## config.mk

```make
export PLATFORM = sky130hd
export DESIGN_NAME = game_mode_ctrl
export DESIGN_NICKNAME = d
export VERILOG_FILES = /design/src/rtl/game_mode_ctrl.sv
export SDC_FILE = /design/constraint.sdc
export NUM_CORES = 1
export LEC_CHECK = 0
export ABC_AREA = 1
export BUFFER_PORTS_ARGS = -buffer_cell sky130_fd_sc_hd__buf_4
export CAP_MARGIN = 15
export CORE_MARGIN = 2
export CORE_UTILIZATION = 50
export CTS_CLUSTER_SIZE = 25
export DETAILED_ROUTE_END_ITERATION = 8
export HOLD_SLACK_MARGIN = 0.05
export PLACE_DENSITY_LB_ADDON = 0.15
export SYNTH_ARGS = -nofsm -noshare
export SYNTH_HDL_FRONTEND = slang
export SYNTH_SLANG_ARGS = --single-unit
export TNS_END_PERCENT = 5
```

## constraint.sdc

```tcl
create_clock -name clk -period 1.3 [get_ports clk]
set_input_delay 0.195 -clock clk [delete_from_list [all_inputs] [get_ports clk]]
set_output_delay 0.195 -clock clk [all_outputs]
set_load 0.01 [all_outputs]
```

## src/rtl/game_mode_ctrl.sv

```systemverilog
// Game mode FSM: frame-aligned MENU/ARMED/PLAYING/OVER switching of the display source.
// Outputs registered (1 cycle after condition); start key edge lands 3 cycles after sampling; no backpressure.
module game_mode_ctrl #(
  parameter int HOLD_FRAMES = 120,
  parameter int CNT_W       = 8
) (
  input  logic clk,
  input  logic reset,
  input  logic start_key,
  input  logic game_over,
  input  logic frame_start,
  output logic playing,
  output logic game_reset,
  output logic freeze
);

  typedef enum logic [1:0] {
    S_MENU    = 2'd0,
    S_ARMED   = 2'd1,
    S_PLAYING = 2'd2,
    S_OVER    = 2'd3
  } state_t;

  localparam logic [CNT_W-1:0] LAST_CNT = CNT_W'(HOLD_FRAMES - 1);

  state_t           state, state_nxt;
  logic [CNT_W-1:0] hold_cnt, hold_cnt_nxt;
  logic             key_s1, key_s2, key_hist, start_edge;
  logic             playing_nxt, freeze_nxt, game_reset_nxt;

  // Flops reset high so a key held through reset never looks like a fresh press.
  always_ff @(posedge clk or posedge reset) begin
    if (reset) begin
      key_s1     <= 1'b1;
      key_s2     <= 1'b1;
      key_hist   <= 1'b1;
      start_edge <= 1'b0;
    end else begin
      key_s1     <= start_key;
      key_s2     <= key_s1;
      key_hist   <= key_s2;
      start_edge <= key_s2 & ~key_hist;
    end
  end

  always_ff @(posedge clk or posedge reset) begin
    if (reset) begin
      state      <= S_MENU;
      hold_cnt   <= '0;
      playing    <= 1'b0;
      freeze     <= 1'b0;
      game_reset <= 1'b0;
    end else begin
      state      <= state_nxt;
      hold_cnt   <= hold_cnt_nxt;
      playing    <= playing_nxt;
      freeze     <= freeze_nxt;
      game_reset <= game_reset_nxt;
    end
  end

  always_comb begin
    state_nxt      = state;
    hold_cnt_nxt   = hold_cnt;
    game_reset_nxt = 1'b0;
    case (state)
      S_MENU: begin
        if (start_edge) begin
          state_nxt      = S_ARMED;
          game_reset_nxt = 1'b1;
        end
      end
      S_ARMED: begin
        if (frame_start) state_nxt = S_PLAYING;
      end
      S_PLAYING: begin
        // A frame_start coinciding with game_over is not part of the hold.
        if (game_over) begin
          state_nxt    = S_OVER;
          hold_cnt_nxt = '0;
        end
      end
      S_OVER: begin
        if (frame_start) begin
          if (hold_cnt == LAST_CNT) begin
            state_nxt    = S_MENU;
            hold_cnt_nxt = '0;
          end else begin
            hold_cnt_nxt = hold_cnt + 1'b1;
          end
        end
      end
      default: begin
        state_nxt    = S_MENU;
        hold_cnt_nxt = '0;
      end
    endcase
    playing_nxt = (state_nxt == S_PLAYING) || (state_nxt == S_OVER);
    freeze_nxt  = (state_nxt == S_OVER);
  end

endmodule

```

==> results.yml <==
floorplanning:
  dieHeight_um: 44.0
  ios: 8
  core_um2: 1510
  dieArea_um2: 1930
  rows: 14
  fp.dieW_um: 44.0
  initial_core_util_pct: 53.0
clocking:
  clk_path_buf_depth: 2
  cts.htree.levels: 1
  clk_latency_ns: 0.29
  cts.sinks: 16
  clk_pin_slew_ns: 0.10
  cts_tree: "built"
  cts_inserted_buffers: 3
  cts_root_buf: "clkbuf_4"
synth:
  yosysMostFrequentCell: "nand2_1"
  ys_top_cells_by_area: "dfrtp_1 41%, nand2_1 13%, dfstp_2 9.9%"
  synth_top_area_share_pct: 40.8
  netlist.top_cell.by_area: "dfrtp_1"
  synth_cell_types: 18
  syn_area_um2: 798
  synth_edf_count: 0
  ys.flop_type: "dfrtp_1"
  ys_ff_latch: 16
  synthArstFlopShare_pct: 100
  synth_cells: 101
  yosys-top-cells-count: "28 x nand2_1, 19 x inv_1, 13 x dfrtp_1, 7 x nand3_1, 7 x nor2_1"
  syn-mean-instance-area_um2: 7.90
  ys_seq_area_share_pct: 50.6
  synth.net_count: 107
  synth.yosys.warnings: 0
sta:
  max_freq_mhz: 808
  final.setup_skew_ns: 0.0124
  hold_viol: 0
  max_slew_margin_pct: 84.5
  tns_ns: 0
  period_share_pct: 95.2
  worst_pin_slew_ns: 0.233
  min_period_ns: 1.24
  finalMaxSlewViolations: 0
  setup_viol: 0
  whs_ns: 0.237
power_and_ir_drop:
  power_density_nw_per_um2: 1720
  max-vdd-ir-drop_mv: 0.910
  power_uw: 1680
  p_leak_uw: 0.000519
worst_setup_path:
  slowest_delay_ns: 0.39
  critPathSlowestCell: "dfrtp_1"
  cp-start-kind: "register"
  required_ns: 1.49
  crit_type: "reg2reg"
  cp_common_cell: "nand2_1"
  crit_chain: "ha_2 > nand2_4 > nor2_4 > nand2_1 > nand2_2 > nor2_2 > nand2_1 > o21ai_1"
  end_kind: "register"
  critPathMaxFanout: 3
  critPathArrivalTime_ns: 1.43
route:
  final_antenna_net_count: 0
  wl_um: 1520
  route.vias.total: 665
  vias_per_cell: 4.96
  wl_per_cell_um: 11.4
  drt-pass1-iter-count: 5
  drc: 0
  drt_iter0_drc: 9
grt:
  gr-total-overflow: 0
  grt_pass1_vias: 560
  grt_max_degree: 17
  track_usage_pct: 17.9
  antenna_found_initial: 0
  grt_first_pass_wirelength_um: 2420
cells_and_area:
  seq_area_um2: 404
  final_layout_size_suffix_gt1_share_pct: 28.0
  nFillCells: 136
  n_antenna_cell: 0
  fin_nets: 125
  area_growth_pct: 22.1
  multi_input_area_um2: 347
status:
  status: "finished, final reports clean"
place:
  numPortBuffers: 7
  dpl.hpwl_um: 1040
  gp_congestion: 0.846
hold_path:
  hold_path_class: "in2reg"
flow_run:
  drv_cap: 0
==> worst max-delay path: cells and delay by family, from the launching register on <==
kind                       cells  cell delay [ns]
AOI/OAI and AO/OA              1             0.05
and+or+nand+nor                6             0.46
adders and majority gates      1             0.23
DFF                            1             0.39
==> area by class of cell <==
cell class,instances,area share (%)
timing repair buffer,13,10.5
inverter,20,7.70
clock buffer,4,2.70
multi-input combinational,65,35.6
sequential,16,41.5
tap,16,2.05
==> metal layers <==
layer	vias to the layer above	wire length [um]	track usage, %
met5	-	0	0
li1	345	-	-
met4	0	46	12.7
met2	15	680	24.7
met1	298	742	25.3
met3	7	55	2.92
==> cell families (layout without fill, tap and decap cells) <==
| group | Yosys count | in the layout | synth area share (%) |
|---|---|---|---|
| AO/OA/AOI/OAI | 10 | 10 | 7.05 |
| flip-flops | 16 | 16 | 50.6 |
| AND/OR/NAND/NOR | 54 | 54 | 31.3 |
| adder cells (fa/ha/maj) | 1 | 1 | 1.57 |
| buffers and inverters | 20 | 37 | 9.40 |
==> cell usage in the layout (no fill, tap or decap), drive strengths merged <==
cell type    synthesis  routed
a21oi                5       5
dfstp                3       3
o21bai               1       1
nand4                3       3
nand2               32      32
nand3                7       7
ha                   1       1
clkbuf               0       4
dfrtp               13      13
buf                  0      11
inv                 20      20
nor3                 1       1
o21ai                4       4
nor2                11      11
dlygate4sd3          0       2
==> power by group <==
group / internal (uW) / switching, uW / total (uW)
clock: 119 / 159 / 279
sequential: 630 / 136 / 765
combinational: 264 / 374 / 637
==> flip-flops by register name, summed over array words and instances (netlist names) <==
name	cells
freeze	1
key_s2	1
hold_cnt	8
state	2
key_s1	1
game_reset	1
start_edge	1
key_hist	1
==> path summary, 6_finish.rpt <==
| kind | from | to | slack (ns) | cells after the start |
|---|---|---|---|---|
| max | hold_cnt[1] | hold_cnt[0] | 0.06 | 8 |
| min | frame_start | state[1] | 0.24 | 4 |
| max reg2reg | hold_cnt[1] | hold_cnt[0] | 0.06 | 8 |
| min reg2reg | key_s1 | key_s2 | 0.36 | 0 |
| max in group asynchronous | reset | key_s1 | 0.58 | 4 |
| min in group asynchronous | reset | hold_cnt[1] | 0.45 | 4 |
==> through the flow <==
stage / cells / setup WS [ns] / util (%) / area (um2)
2_1_floorplan: 101 / 0.137 / - / 798
3_3_place_gp: 126 / 0.0334 / 58.8 / 886
3_5_place_dp: 126 / 0.0193 / 58.8 / 886
4_1_cts: 132 / 0.0232 / 62.0 / 935
5_1_grt: 134 / -0.00746 / 64.7 / 975
6_report: 134 / 0.0627 / 64.7 / 975
==> timing repair <==
| item | CTS | global route |
|---|---|---|
| setup endpoints to repair | 1 | 8 |
| setup buffers | 0 | 2 |
| gates cloned | 0 | 0 |
| pin swaps | 0 | 4 |
| gates resized for setup | 1 | 7 |
| hold buffers | 2 | 0 |
| endpoints found under the hold margin | 14 | 0 |
Note: power is estimated with default switching activity, not from simulation.
